<file path="src/rtl/riscv_test_monitor_pkg.sv">
// Shared types and constants for the riscv-tests pass/fail monitor.
// Register indices follow the RISC-V ABI names used by the test programs.
package test_mon_pkg;

  typedef enum logic [1:0] {
    ST_RUN    = 2'd0,
    ST_SETTLE = 2'd1,
    ST_DONE   = 2'd2
  } mon_state_t;

  localparam int unsigned ABI_GP  = 3;
  localparam int unsigned ABI_S10 = 26;
  localparam int unsigned ABI_S11 = 27;

  localparam int unsigned DEF_SETTLE_CYC  = 10;
  localparam int unsigned DEF_TIMEOUT_CYC = 100000;

endpackage

</file>
<file path="src/rtl/mon_sat_cnt.sv">
// Saturating up-counter with synchronous clear and count enable.
module mon_sat_cnt #(
  parameter int unsigned W = 32
) (
  input  logic         clk,
  input  logic         rst_n,
  input  logic         clr,
  input  logic         en,
  output logic [W-1:0] cnt
);

  always_ff @(posedge clk or negedge rst_n) begin
    if (!rst_n) begin
      cnt <= '0;
    end else if (clr) begin
      cnt <= '0;
    end else if (en && (cnt != '1)) begin
      cnt <= cnt + W'(1);
    end
  end

endmodule

</file>
<file path="src/rtl/riscv_test_monitor.sv">
// Snoops register-file write-back, shadows the test-number/done/pass registers
// and renders a sticky verdict after a settle window or a watchdog timeout.
module riscv_test_monitor
  import test_mon_pkg::*;
#(
  parameter int unsigned DATA_W      = 32,
  parameter int unsigned ADDR_W      = 5,
  parameter int unsigned TNUM_REG    = ABI_GP,
  parameter int unsigned DONE_REG    = ABI_S10,
  parameter int unsigned PASS_REG    = ABI_S11,
  parameter int unsigned SETTLE_CYC  = DEF_SETTLE_CYC,
  parameter int unsigned TIMEOUT_CYC = DEF_TIMEOUT_CYC,
  parameter int unsigned CNT_W       = 32
) (
  input  logic              clk,
  input  logic              rst_n,
  input  logic              wb_we_i,
  input  logic [ADDR_W-1:0] wb_waddr_i,
  input  logic [DATA_W-1:0] wb_wdata_i,
  input  logic              clear_i,
  output logic              test_done_o,
  output logic              test_pass_o,
  output logic              test_fail_o,
  output logic              test_timeout_o,
  output logic [DATA_W-1:0] test_num_o,
  output logic [CNT_W-1:0]  cycle_cnt_o
);

  localparam int unsigned       SET_W        = (SETTLE_CYC > 1) ? $clog2(SETTLE_CYC) : 1;
  localparam logic [SET_W-1:0]  SETTLE_LAST  = SET_W'(SETTLE_CYC - 1);
  localparam logic [CNT_W-1:0]  TIMEOUT_LAST = CNT_W'(TIMEOUT_CYC - 1);
  localparam logic [DATA_W-1:0] ONE          = DATA_W'(1);

  mon_state_t        state_q, state_d;
  logic [DATA_W-1:0] tnum_q, done_q, pass_q;
  logic [CNT_W-1:0]  cycle_cnt;
  logic [SET_W-1:0]  settle_cnt;
  logic              wr_ok, trigger;
  logic              enter_done, verdict_pass, verdict_timeout;

  // x0 writes are architecturally void, and shadows freeze once a verdict exists
  assign wr_ok   = wb_we_i && (wb_waddr_i != '0) && (state_q != ST_DONE);
  assign trigger = (done_q == ONE) || (pass_q == ONE);

  mon_sat_cnt #(.W(CNT_W)) u_cycle_cnt (
    .clk   (clk),
    .rst_n (rst_n),
    .clr   (clear_i),
    .en    (state_q != ST_DONE),
    .cnt   (cycle_cnt)
  );

  mon_sat_cnt #(.W(SET_W)) u_settle_cnt (
    .clk   (clk),
    .rst_n (rst_n),
    .clr   (clear_i || (state_q != ST_SETTLE)),
    .en    (state_q == ST_SETTLE),
    .cnt   (settle_cnt)
  );

  always_ff @(posedge clk or negedge rst_n) begin
    if (!rst_n) begin
      state_q <= ST_RUN;
    end else begin
      state_q <= state_d;
    end
  end

  // Trigger outranks the watchdog; the watchdog is only armed in RUN
  always_comb begin
    state_d         = state_q;
    enter_done      = 1'b0;
    verdict_pass    = 1'b0;
    verdict_timeout = 1'b0;
    if (clear_i) begin
      state_d = ST_RUN;
    end else begin
      case (state_q)
        ST_RUN: begin
          if (trigger) begin
            state_d = ST_SETTLE;
          end else if ((TIMEOUT_CYC != 0) && (cycle_cnt == TIMEOUT_LAST)) begin
            state_d         = ST_DONE;
            enter_done      = 1'b1;
            verdict_timeout = 1'b1;
          end
        end
        ST_SETTLE: begin
          if (settle_cnt == SETTLE_LAST) begin
            state_d      = ST_DONE;
            enter_done   = 1'b1;
            verdict_pass = (done_q == ONE) && (pass_q == ONE);
          end
        end
        ST_DONE: state_d = ST_DONE;
        default: state_d = ST_RUN;
      endcase
    end
  end

  always_ff @(posedge clk or negedge rst_n) begin
    if (!rst_n) begin
      tnum_q <= '0;
      done_q <= '0;
      pass_q <= '0;
    end else if (clear_i) begin
      tnum_q <= '0;
      done_q <= '0;
      pass_q <= '0;
    end else if (wr_ok) begin
      if (wb_waddr_i == ADDR_W'(TNUM_REG)) tnum_q <= wb_wdata_i;
      if (wb_waddr_i == ADDR_W'(DONE_REG)) done_q <= wb_wdata_i;
      if (wb_waddr_i == ADDR_W'(PASS_REG)) pass_q <= wb_wdata_i;
    end
  end

  always_ff @(posedge clk or negedge rst_n) begin
    if (!rst_n) begin
      test_done_o    <= 1'b0;
      test_pass_o    <= 1'b0;
      test_fail_o    <= 1'b0;
      test_timeout_o <= 1'b0;
      test_num_o     <= '0;
    end else if (clear_i) begin
      test_done_o    <= 1'b0;
      test_pass_o    <= 1'b0;
      test_fail_o    <= 1'b0;
      test_timeout_o <= 1'b0;
      test_num_o     <= '0;
    end else if (enter_done) begin
      test_done_o    <= 1'b1;
      test_pass_o    <= verdict_pass;
      test_fail_o    <= !verdict_pass;
      test_timeout_o <= verdict_timeout;
      test_num_o     <= tnum_q;
    end
  end

  assign cycle_cnt_o = cycle_cnt;

endmodule

</file>
<file path="config.mk">
export PLATFORM = sky130hd
export DESIGN_NAME = riscv_test_monitor
export DESIGN_NICKNAME = d
export VERILOG_FILES = /design/src/rtl/riscv_test_monitor_pkg.sv /design/src/rtl/mon_sat_cnt.sv /design/src/rtl/riscv_test_monitor.sv
export SDC_FILE = /design/constraint.sdc
export NUM_CORES = 1
export LEC_CHECK = 0
export ABC_CLOCK_PERIOD_IN_PS = 3300
export BUFFER_PORTS_ARGS = -buffer_cell sky130_fd_sc_hd__buf_2
export CAP_MARGIN = 20
export CORE_MARGIN = 2
export CORE_UTILIZATION = 45
export DETAILED_ROUTE_END_ITERATION = 8
export GPL_TIMING_DRIVEN = 0
export MAX_ROUTING_LAYER = met4
export PLACE_DENSITY = 0.76
export SKIP_CTS_REPAIR_TIMING = 1
export SLEW_MARGIN = 15
export SYNTH_ARGS = -nofsm -noshare
export SYNTH_HDL_FRONTEND = slang
export SYNTH_SLANG_ARGS = --single-unit
</file>
<file path="constraint.sdc">
create_clock -name clk -period 3.3 [get_ports clk]
set_input_delay 0.33 -clock clk [delete_from_list [all_inputs] [get_ports clk]]
set_output_delay 0.33 -clock clk [all_outputs]
set_load 0.05 [all_outputs]
</file>
**Word-level counts from Yosys, hierarchy flattened**

Cells that the tools add are included.
W data, S select, Z words.

- Add/subtract/negate cells: 2
- Multiply operators: 0
- Div/mod/pow operators: 0
- Magnitude comparators: 0
- Eq/ne operators: 15
- Shift operators: 0
- Multiplexer cells: 37
- Bitwise operators: 0
- Reduce and logical (&&, ||, !) cells: 21

Operator list:

| cell | number |
|---|---|
| $mux W32 | 13 |
| $eq A32 B1 Y1 const B | 2 |
| $add A32 B1 Y32 const B | 1 |
| $eq A32 B17 Y1 const B | 1 |
| $ne A32 B32 Y1 const B | 1 |
| $mux W1 | 16 |
| $reduce_bool A2 Y1 | 7 |
| $eq A5 B5 Y1 const B | 2 |
| $mux W2 | 4 |
| $mux W4 | 2 |
| $ne A4 B4 Y1 const B | 2 |
| $reduce_and A2 Y1 | 4 |
| $pmux W2 S3 | 1 |
| $eq A5 B2 Y1 const B | 1 |
| $logic_and A1 B1 Y1 | 5 |
| $reduce_bool A5 Y1 | 1 |
| $add A4 B1 Y4 const B | 1 |
| $eq A4 B4 Y1 const B | 1 |
| $ne A3 B3 Y1 const B | 1 |
| $eq A2 B1 Y1 const B | 1 |
| $eq A2 B2 Y1 const B | 1 |
| $logic_not A2 Y1 | 1 |
| $logic_or A1 B1 Y1 | 2 |
| $ne A2 B1 Y1 const B | 1 |
| other kinds (3) | 3 |

- Register bits after elaboration: 170
- Bits in latches: 0
- RAM bits: 0
- ROM bits: 0
- Input bits: 41
- Output and inout bits: 68
- Word-level logic and storage cells: 86
- Memories: 0

**Depth between registers and ports, before layout**

Gate-level depths: netlist of run 1.

- Word-level depth: 8
- Gate-level depth with buffers: 9
- Mapped depth without buffers: 8

**Hierarchy**

From an unflattened synthesis of run 1, not the netlist that was laid out.

- Cell total of the unflattened synthesis: 853
- Area total of the unflattened synthesis: 7928.9 um2

Modules (own cells, without submodules):

| module | instances | cells each | area each (um2) | seq. area each (um2) |
|---|---|---|---|---|
| riscv_test_monitor | 1 | 635 | 5845.6 | 3353.2 |
| mon_sat_cnt (u_cycle_cnt) | 1 | 198 | 1854.3 | 800.8 |
| mon_sat_cnt (u_settle_cnt) | 1 | 20 | 229.0 | 100.1 |

**Worst setup path before layout of run 1**

Ideal clock, no wire load.

- Kind: reg2reg
- From: register u_cycle_cnt.cnt[0]
- To: register u_cycle_cnt.cnt[4]
- Library setup time: 0.132 ns
- Arrival: 2.106 ns
- Data required time: 3.168 ns
- Slack: 1.062 ns
- Stages on the path, launching flop included: 8
- Path buffers: 0
- Clock period less this slack: 2.238 ns
- Path through: dfrtp_1 ha_1 nand4_1 nor3_1 a41oi_2 nand4_1 xor2_1 nor2_1

- Word-level cells in the longest chain between the ends: 3
- Elaborated cells on any way between the ends: 6
- Classes of those cells: add/sub: 1; eq/ne: 1; mux: 2; reduce/logical: 2

Ends and longest elaborated chain:

| what | line | source |
|---|---|---|
| from (decl) | mon_sat_cnt.sv:9 | `output logic [W-1:0] cnt` |
| from (signal assigned) | mon_sat_cnt.sv:18 | `cnt <= cnt + W'(1);` |
| $add A32 B1 Y32 / $ne A32 B32 Y1 (equally long branches) | mon_sat_cnt.sv:18, mon_sat_cnt.sv:17 |  |
| $mux W32 / $logic_and A1 B1 Y1 (equally long branches) | mon_sat_cnt.sv:17 | `end else if (en && (cnt != '1)) begin` |
| $mux W32 / $reduce_bool A2 Y1 (equally long branches) | n/a |  |

Parallel ways exist; a longest one is shown, timed or not. The select of a mux whose other input is x is not followed.
A chain may end at the register's enable or synchronous reset.

**Final worst setup path of run 1**

- From: register state_q[0]
- To: register tnum_q[23]

- Word-level cells in the longest chain between the ends: 4

Ends and longest elaborated chain:

| what | line | source |
|---|---|---|
| from (decl) | riscv_test_monitor.sv:34 | `mon_state_t state_q, state_d;` |
| from (signal assigned) | riscv_test_monitor.sv:65 | `state_q <= state_d;` |
| $ne A2 B2 Y1 | riscv_test_monitor.sv:42 | `assign wr_ok = wb_we_i && (wb_waddr_i != '0) && (state_q != ST_DONE);` |
| $logic_and A1 B1 Y1 | riscv_test_monitor.sv:42 |  |
| $reduce_bool A2 Y1 (no source line) | n/a |  |
| $reduce_and A2 Y1 (no source line) | n/a |  |
| to (signal assigned) | riscv_test_monitor.sv:111 | `if (wb_waddr_i == ADDR_W'(TNUM_REG)) tnum_q <= wb_wdata_i;` |
| to (decl) | riscv_test_monitor.sv:35 | `logic [DATA_W-1:0] tnum_q, done_q, pass_q;` |

No other way between the ends.

==> results of run 1 <==
## flip-flops by register name, summed over array words and instances (netlist names), 2 cells and up
signal and cells:
done_q 32, state_q 2, u_cycle_cnt.cnt 32, pass_q 32, test_num_o 32, tnum_q 32, u_settle_cnt.cnt 4
## critical path: stages (launching register included)
cell	delay, ps
dfrtp_1	370
inv_1	80
ha_1	320
nor3b_1	640
nor4b_1	760
clkbuf_1	460
nand2_1	150
a21oi_1	160
## kinds of logic (layout without fill, tap and decap cells)
| group | count (synthesis) | count (layout) | synth area share (%) |
|---|---|---|---|
| AND/OR/NAND/NOR | 425 | 425 | 26.39 |
| flip-flops | 170 | 170 | 54.25 |
| multiplexers | 34 | 34 | 4.340 |
| XOR/XNOR | 30 | 30 | 3.351 |
| adder cells (fa/ha/maj) | 7 | 7 | 1.117 |
| AO/OA/AOI/OAI | 114 | 114 | 7.675 |
| buffers and inverters | 53 | 195 | 2.872 |
## routing by layer
metal / track usage (%) / routed length [um] / vias up
li1: - / - / 3070
met1: 27.56 / 8175 / 3023
met2: 34.65 / 9354 / 199
met3: 4.400 / 954 / 39
met4: 8.333 / 501 / 0
met5: - / 0 / -
## through the flow
stage          utilization [%]  hold slack [ps]  cell area (um2)
2_1_floorplan                -            34.41             7841
3_3_place_gp             50.44            499.2             8663
3_5_place_dp             50.66            355.2             8701
4_1_cts                  54.05           -104.1             9284
5_1_grt                  54.11            157.2             9294
6_report                 54.11            168.4             9294
## final cells by class
class                      instances  area share (%)
inverter                           7          0.2827
clock inverter                    15           1.696
buffer                            46           2.141
multi-input combinational        610           36.17
tap                              225           3.029
clock buffer                      17           4.577
sequential                       170           45.77
timing repair buffer             110           6.327
## final timing paths
path	end
max	tnum_q[23]
min	tnum_q[3]
max reg2reg	tnum_q[23]
min reg2reg	test_fail_o
max in group asynchronous	tnum_q[3]
min in group asynchronous	u_cycle_cnt.cnt[15]
## synthesized netlist by cell type, drive strengths merged
library cell / instances
a211oi: 2
a21oi: 101
a311oi: 1
a31oi: 2
a32oi: 1
a41oi: 1
and2: 4
and3: 9
and4: 1
and4b: 1
buf: 5
clkbuf: 41
dfrtp: 170
ha: 7
inv: 7
mux2i: 34
nand2: 208
nand2b: 66
nand3: 22
nand3b: 2
nand4: 19
nand4b: 1
nor2: 48
nor2b: 1
nor3: 10
nor3b: 5
nor4: 21
nor4b: 4
o21ai: 4
o22ai: 1
o2bb2ai: 1
or3: 1
or3b: 1
or4: 1
xnor2: 13
xor2: 17
## power by group
group | internal, mW | leakage (nW) | switching (mW)
Combinational | 0.109 | 1.64 | 0.256
Clock | 1.07 | 0.275 | 0.896
Sequential | 2.11 | 2.37 | 0.0237
Total | 3.29 | 4.29 | 1.18
==> flow_summary.toml, run 1 <==
[route]
wl_mm = 18.99
drt_iter0_drc = 422
via_per_inst = 5.276
routedWlPerCell_um = 15.82
ant_nets = 0
drc_errors = 0
first_pass_iters = 5
vias = 6331

[clock_network]
clock_sinks = 170
cts_max_path_buffers = 2
worstSkewPairLatency_ps = 430
cts.htree.levels = 4
cts_tree = "done"
numCtsBuffers = 17
clk_pin_slew_ps = 70
root_buffer = "clkbuf_16"

[sta]
fin_crit_ps = 3018
final-hold-violation-count = 0
final-setup-viol-count = 0
post-route-period-util_pct = 91.45
rsz0062_at_grt = "false"
slew_viol_final = 0
skew_ps = 13.29
worst_slack_ps = 282.2
max_freq_mhz = 331.4
worst_pin_slew_ps = 859.4
finalSetupTns_ps = 0
relSlewSlack_pct = 42.32

[grt]
gr-total-overflow = 0
grt_antenna_before_repair = 0
grt_pass1_wl_mm = 30.35
grt_pass1_vias = 6022
track_usage_pct = 21.78
grt_start_max_net_pins = 89

[cells_and_area]
seqCellArea_um2 = 4254
layoutNonFillerInstCount = 1200
nFillCells = 1534
finalNetCount = 1010
multi_input_area_um2 = 3362
drive_above_1_share_pct = 15.69
antenna_cells = 0
final_common_cell = "nand2_1"
final_cell_mix = "208 x nand2_1, 170 x dfrtp_1, 107 x buf_2"
areaGrowthSynthToFinish_pct = 18.53

[setup_path]
worstSetupStartpoint = "state_q[0]"
reg2regPathDepth = 7
crit_arrival_ps = 3360
cp_max_fo = 10
required_ps = 3650
critical_path_class = "reg -> reg"
rr_startpoint = "state_q[0]"
cp-start-kind = "flop"
crit_path_end_kind = "flop"
ff2ff_setup_slack_ps = 280

[pwr]
peakVddDrop_mv = 0.3902
p_leak_nw = 4.289
finalPower_mw = 4.464
powerDensity_nw_per_um2 = 480.3

[place]
pre_cts_ws_ps = 318.9
port_buffers = 108
hpwl_mm = 13.56
gp_congestion = 0.8815
placed_cells = 1167

[floorplan]
dieArea_um2 = 18500
die_height_um = 136.0
die_width_um = 136.0
fp.coreArea_um2 = 17180
initial_core_util_pct = 45.65
ios = 109
rows = 48

[logic_synthesis]
synth_cells = 833
netlist_area_um2 = 7841
avgSynthCellArea_um2 = 9.413
synth_fp_nets = 881
synth_seq_cells = 170
ys_seq_area_share_pct = 54.25
synth_cell_types = 42
synth.area.top_cells = "dfrtp_1 54%, nand2_1 10%, a21oi_1 6.4%"
synth_top_cell_area_share_pct = 54.25
synth_warnings = 0
yosysTopAreaCell = "dfrtp_1"

[min_path]
min_path_cells = 3
hold_path.startpoint = "wb_wdata_i[3]"
hp-class = "in -> reg"

[run_status]
status = "finished, final reports clean"

[flow_run]
maxCapViolCount = 0
Power figures use the tool's default switching activity.
==> run 2, diff against run 1 <==
--- a/config.mk
+++ b/config.mk
@@ -14,6 +14,7 @@
 export GPL_TIMING_DRIVEN = 0
 export MAX_ROUTING_LAYER = met4
 export PLACE_DENSITY = 0.76
+export REMOVE_ABC_BUFFERS = 1
 export SKIP_CTS_REPAIR_TIMING = 1
 export SLEW_MARGIN = 15
 export SYNTH_ARGS = -nofsm -noshare
==> run 2 against run 1 <==
Against the previous run:
- die area stayed put
- sequential share of layout area decreased by 0.34 points
- via count shrank 3.7%
- highest routed layer unchanged
- cell count decreased by 2.8%
- register-to-register slack better by 130 ps
- non-clock buffer count fell by 34
- largest power group unchanged
- global-route usage shrank 0.83 points
- fmax grew 4.4%
==> flow_summary.toml, run 2 (synthesized netlist as in run 1, its figures left out) <==
[clock_network]
root_buffer = "clkbuf_16"
cts_max_path_buffers = 2
clock_sinks = 170
numCtsBuffers = 17
clk_pin_slew_ps = 70
worstSkewPairLatency_ps = 430
cts_tree = "done"
cts.htree.levels = 4

[sta]
worst_slack_ps = 410.2
final-setup-viol-count = 0
worst_pin_slew_ps = 849.6
skew_ps = 8.367
max_freq_mhz = 346.0
fin_crit_ps = 2890
final-hold-violation-count = 0
relSlewSlack_pct = 42.98
slew_viol_final = 0
whs_ps = 154.1
rsz0062_at_grt = "false"
post-route-period-util_pct = 87.57

[floorplan]
ios = 109
fp.coreArea_um2 = 17180
rows = 48
initial_core_util_pct = 45.65
die_height_um = 136.0
die_width_um = 136.0
dieArea_um2 = 18500

[grt]
track_usage_pct = 20.95
grt_start_max_net_pins = 137
grt_pass1_vias = 5982
grt_antenna_before_repair = 1
gr-total-overflow = 0
grt_pass1_wl_mm = 29.81

[place]
gp_congestion = 0.8328
pre_cts_ws_ps = 280.8
hpwl_mm = 11.71
port_buffers = 108

[pwr]
p_leak_nw = 4.362
finalPower_mw = 4.574
peakVddDrop_mv = 0.3943
powerDensity_nw_per_um2 = 488.5

[route]
routedWlPerCell_um = 15.13
drt_iter0_drc = 368
first_pass_iters = 4
via_per_inst = 5.226
vias = 6099
ant_nets = 0
drc_errors = 0
wl_mm = 17.65

[cells_and_area]
drive_above_1_share_pct = 17.53
final_common_cell = "nand2_1"
fin_util_pct = 54.51
finalNetCount = 976
nFillCells = 1576
final_cell_mix = "207 x nand2_1, 170 x dfrtp_1, 109 x buf_2"
areaGrowthSynthToFinish_pct = 19.40

[setup_path]
required_ps = 3650
reg2reg_to = "done_q[5]"
reg2regPathDepth = 9
ff2ff_setup_slack_ps = 410
critical_path_class = "reg -> reg"
crit_arrival_ps = 3240
rr_startpoint = "state_q[0]"
cp-start-kind = "flop"
cp_max_fo = 12
crit_path_end_kind = "flop"

[flow_run]
maxCapViolCount = 0

[min_path]
whs_endpoint = "done_q[15]"
hp-class = "in -> reg"
hold_path.startpoint = "wb_wdata_i[15]"
min_path_cells = 3

[run_status]
status = "finished, final reports clean"
## run 2: changes by cell type in the layout (fill, tap and decap cells not counted), sizes merged
| cell | delta |
|---|---|
| buf | +7 |
| clkinvlp | -4 |
| diode | +1 |
| clkinv | +4 |
| inv | -5 |
| clkbuf | -38 |
| bufinv | +2 |
## run 2: metal layers
metal | wire (um) | GRT usage [%] | vias to the layer above
met2 | 8334 | 32.66 | 122
met5 | 0 | - | -
li1 | - | - | 2995
met3 | 774 | 4.959 | 23
met1 | 8310 | 27.59 | 2959
met4 | 231 | 5.671 | 0
## run 2: how the worst max path moves through the flow
stage | start | to | slack, ps | cells after the start
6_report | state_q[0] | done_q[5] | 410 | 9
5_1_grt | state_q[0] | done_q[5] | 140 | 9
4_1_cts | state_q[0] | done_q[6] | 230 | 9
3_5_place_dp | state_q[0] | done_q[6] | 280 | 9
3_3_place_gp | state_q[0] | tnum_q[15] | -3540 | 6
2_1_floorplan | u_cycle_cnt.cnt[0] | test_num_o[0] | -920 | 6
## run 2: critical path, cell delays in order, from the launching register on
cell and delay (ps):
dfrtp_1 380, inv_1 90, ha_1 300, nor3b_1 580, nand3_1 310, nor3b_4 570
buf_6 230, buf_6 160, nand2_1 70, a21oi_1 120
## run 2: area by class of cell
| class | count | area (um2) | area share [%] |
|---|---|---|---|
| Multi-Input combinational cell | 610 | 3405 | 36.36 |
| Timing Repair Buffer | 122 | 775.7 | 8.285 |
| Clock inverter | 12 | 161.4 | 1.724 |
| Tap cell | 225 | 281.5 | 3.007 |
| Clock buffer | 20 | 456.7 | 4.878 |
| Antenna cell | 1 | 2.502 | 0.02673 |
| Sequential cell | 170 | 4254 | 45.44 |
| Inverter | 7 | 26.28 | 0.2806 |
## run 2: through the flow
step / instances / cell area, um2 / setup TNS [ps]
after floorplan: 787 / 7642 / -49190
after global placement: 1120 / 8464 / -394360
after detailed placement: 1133 / 8726 / 0
after CTS: 1165 / 9344 / 0
after global routing: 1167 / 9363 / 0
final: 1167 / 9363 / 0
## run 2: report_power, final
group,switching (mW),internal (mW),total (mW)
Combinational,0.238,0.111,0.349
Clock,0.849,1.24,2.09
Sequential,0.0247,2.11,2.14
Total,1.11,3.46,4.57
==> run 3, diff against run 2 <==
--- a/config.mk
+++ b/config.mk
@@ -5,9 +5,9 @@
 export SDC_FILE = /design/constraint.sdc
 export NUM_CORES = 1
 export LEC_CHECK = 0
-export ABC_CLOCK_PERIOD_IN_PS = 3300
 export BUFFER_PORTS_ARGS = -buffer_cell sky130_fd_sc_hd__buf_2
 export CAP_MARGIN = 20
+export CORE_ASPECT_RATIO = 1.2
 export CORE_MARGIN = 2
 export CORE_UTILIZATION = 45
 export DETAILED_ROUTE_END_ITERATION = 8
@@ -19,4 +19,5 @@
 export SLEW_MARGIN = 15
 export SYNTH_ARGS = -nofsm -noshare
 export SYNTH_HDL_FRONTEND = slang
+export SYNTH_HIERARCHICAL = 1
 export SYNTH_SLANG_ARGS = --single-unit
==> run 3 against run 2 <==
Against the previous run:
- critical path depth decreased by 1
- final area about the same
- worst hold slack improved by 6.8 ps
- sequential power about the same
- fmax increased by 7.3%
- combinational power increased by 4%
- synthesized cell count increased by 2.4%
- clock power decreased by 9%
- clock-buffer cell count unchanged
- non-clock buffer count decreased by 3
- area after synthesis increased by 1.1%
- critical path type unchanged
==> flow_summary.toml, run 3 <==
[sta]
skew_ps = 11.16
final-hold-violation-count = 0
max_freq_mhz = 371.3
rsz0062_at_grt = "false"
finalSetupTns_ps = 0
relSlewSlack_pct = 41.78
final-setup-viol-count = 0
post-route-period-util_pct = 81.62
whs_ps = 160.9
worst_pin_slew_ps = 871.2
worst_slack_ps = 606.4
slew_viol_final = 0
fin_crit_ps = 2694

[cells_and_area]
drive_above_1_share_pct = 18.93
areaGrowthSynthToFinish_pct = 18.02
final_cell_mix = "271 x nand2_1, 170 x dfrtp_1, 113 x a21oi_1"
finalNetCount = 990
fin_util_pct = 53.86
layoutNonFillerInstCount = 1179
fin_area_um2 = 9358
final_common_cell = "nand2_1"

[flow_run]
maxCapViolCount = 0

[clock_network]
numCtsBuffers = 17
cts_tree = "done"
worstSkewPairLatency_ps = 420
root_buffer = "clkbuf_16"
cts_max_path_buffers = 2
clk_pin_slew_ps = 70
clock_sinks = 170
cts.htree.levels = 4

[floorplan]
die_width_um = 125.2
rows = 53
initial_core_util_pct = 45.64
ios = 109
fp.coreArea_um2 = 17370
die_height_um = 149.4
dieArea_um2 = 18700

[grt]
grt_pass1_vias = 6310
gr-total-overflow = 0
track_usage_pct = 21.01
grt_start_max_net_pins = 75
grt_pass1_wl_mm = 30.95
grt_antenna_before_repair = 2

[logic_synthesis]
synth_flop_cell = "dfrtp_1"
synth_cell_types = 57
synth-edff-count = 0
async_reset_ff_share_pct = 100.0
yosysTopAreaCell = "dfrtp_1"
synth_warnings = 6
synth.most_common_cell = "nand2_1"
synth_top_cell_area_share_pct = 53.65
ys_seq_area_share_pct = 53.65
synth_seq_cells = 170
synth_cells = 853
synth.area.top_cells = "dfrtp_1 54%, nand2_1 13%, a21oi_1 7.1%"
synth_common_cells = "271 x nand2_1, 170 x dfrtp_1, 113 x a21oi_1"
netlist_area_um2 = 7929
avgSynthCellArea_um2 = 9.295

[setup_path]
crit_arrival_ps = 3030
crit_slowest_cell = "a21oi_4"
required_ps = 3640
cp-start-kind = "flop"
cp_cell_sequence = "nor4_1, nand4_1, nor2_1, nor3b_2, a21oi_4, buf_16, buf_16, mux2i_1"
crit_top_cell = "buf_16"
crit_path_end_kind = "flop"
timing.critical_path.buf_inv = 2
rr_startpoint = "done_q[10]"
critical_path_class = "reg -> reg"
crit_family = "simple AND/OR/NAND/NOR gates"
worstSetupStartpoint = "done_q[10]"
critical-path-max-stage-delay_ps = 450
cp_max_fo = 16

[pwr]
powerDensity_nw_per_um2 = 472.1
peakVddDrop_mv = 0.3269
p_leak_nw = 4.356
finalPower_mw = 4.418

[place]
dpl_cell_area_um2 = 8778
pre_cts_ws_ps = 595.7
placed_cells = 1143
hpwl_mm = 12.23
gp_congestion = 0.8410
port_buffers = 108

[min_path]
hold_path.startpoint = "wb_wdata_i[9]"
hp-class = "in -> reg"

[route]
routedWlPerCell_um = 15.37
ant_nets = 0
drc_errors = 0
via_per_inst = 5.396
drt_iter0_drc = 357
vias = 6362
wl_mm = 18.12
first_pass_iters = 4

[run_status]
status = "finished, final reports clean"
-- run 3: cell families after synthesis --
logic type	synth area share [%]
compound gates	9.784
xor+xnor	1.436
fa+ha+maj	0.9468
buf+inv	3.661
flops	53.65
mux	5.507
simple gates	25.01
-- run 3: final cells by class --
class	count	area, um2
multi-input combinational	621	3413
sequential	170	4254
tap	220	275.3
antenna	3	7.507
clock inverter	12	115.1
clock buffer	20	446.7
timing repair buffer	119	793.3
inverter	14	52.55
fill	1602	8016
-- run 3: where the power goes --
| group | total (mW) | switching, mW | leakage, nW | internal [mW] |
|---|---|---|---|---|
| Combinational | 0.362 | 0.252 | 1.72 | 0.109 |
| Sequential | 2.14 | 0.0334 | 2.37 | 2.11 |
| Clock | 1.91 | 0.844 | 0.268 | 1.07 |
| Total | 4.42 | 1.13 | 4.36 | 3.29 |
-- run 3: routing by layer --
layer / up-vias / GRT usage, % / wire (um) / part of all wire [%]
met1: 3097 / 25.62 / 7586 / 42
li1: 3080 / - / - / -
met4: 0 / 7.444 / 356 / 2.0
met3: 21 / 4.970 / 1021 / 5.6
met2: 164 / 34.51 / 9154 / 51
met5: - / - / 0 / 0
-- run 3: worst paths after layout --
check,cells after the start,to,slack (ps)
min in group asynchronous,2,test_num_o[1],400
setup / recovery,8,test_num_o[23],610
hold / removal,3,tnum_q[9],160
setup reg to reg,8,test_num_o[23],610
max in group asynchronous,3,tnum_q[15],2260
hold reg to reg,2,test_fail_o,510
-- run 3: worst register-to-register path, cell delays in order, from the launching register on --
cell     delay, ps
dfrtp_1        380
nor4_1         430
nand4_1        250
nor2_1         320
nor3b_2        150
a21oi_4        450
buf_16         220
buf_16         170
mux2i_1        230
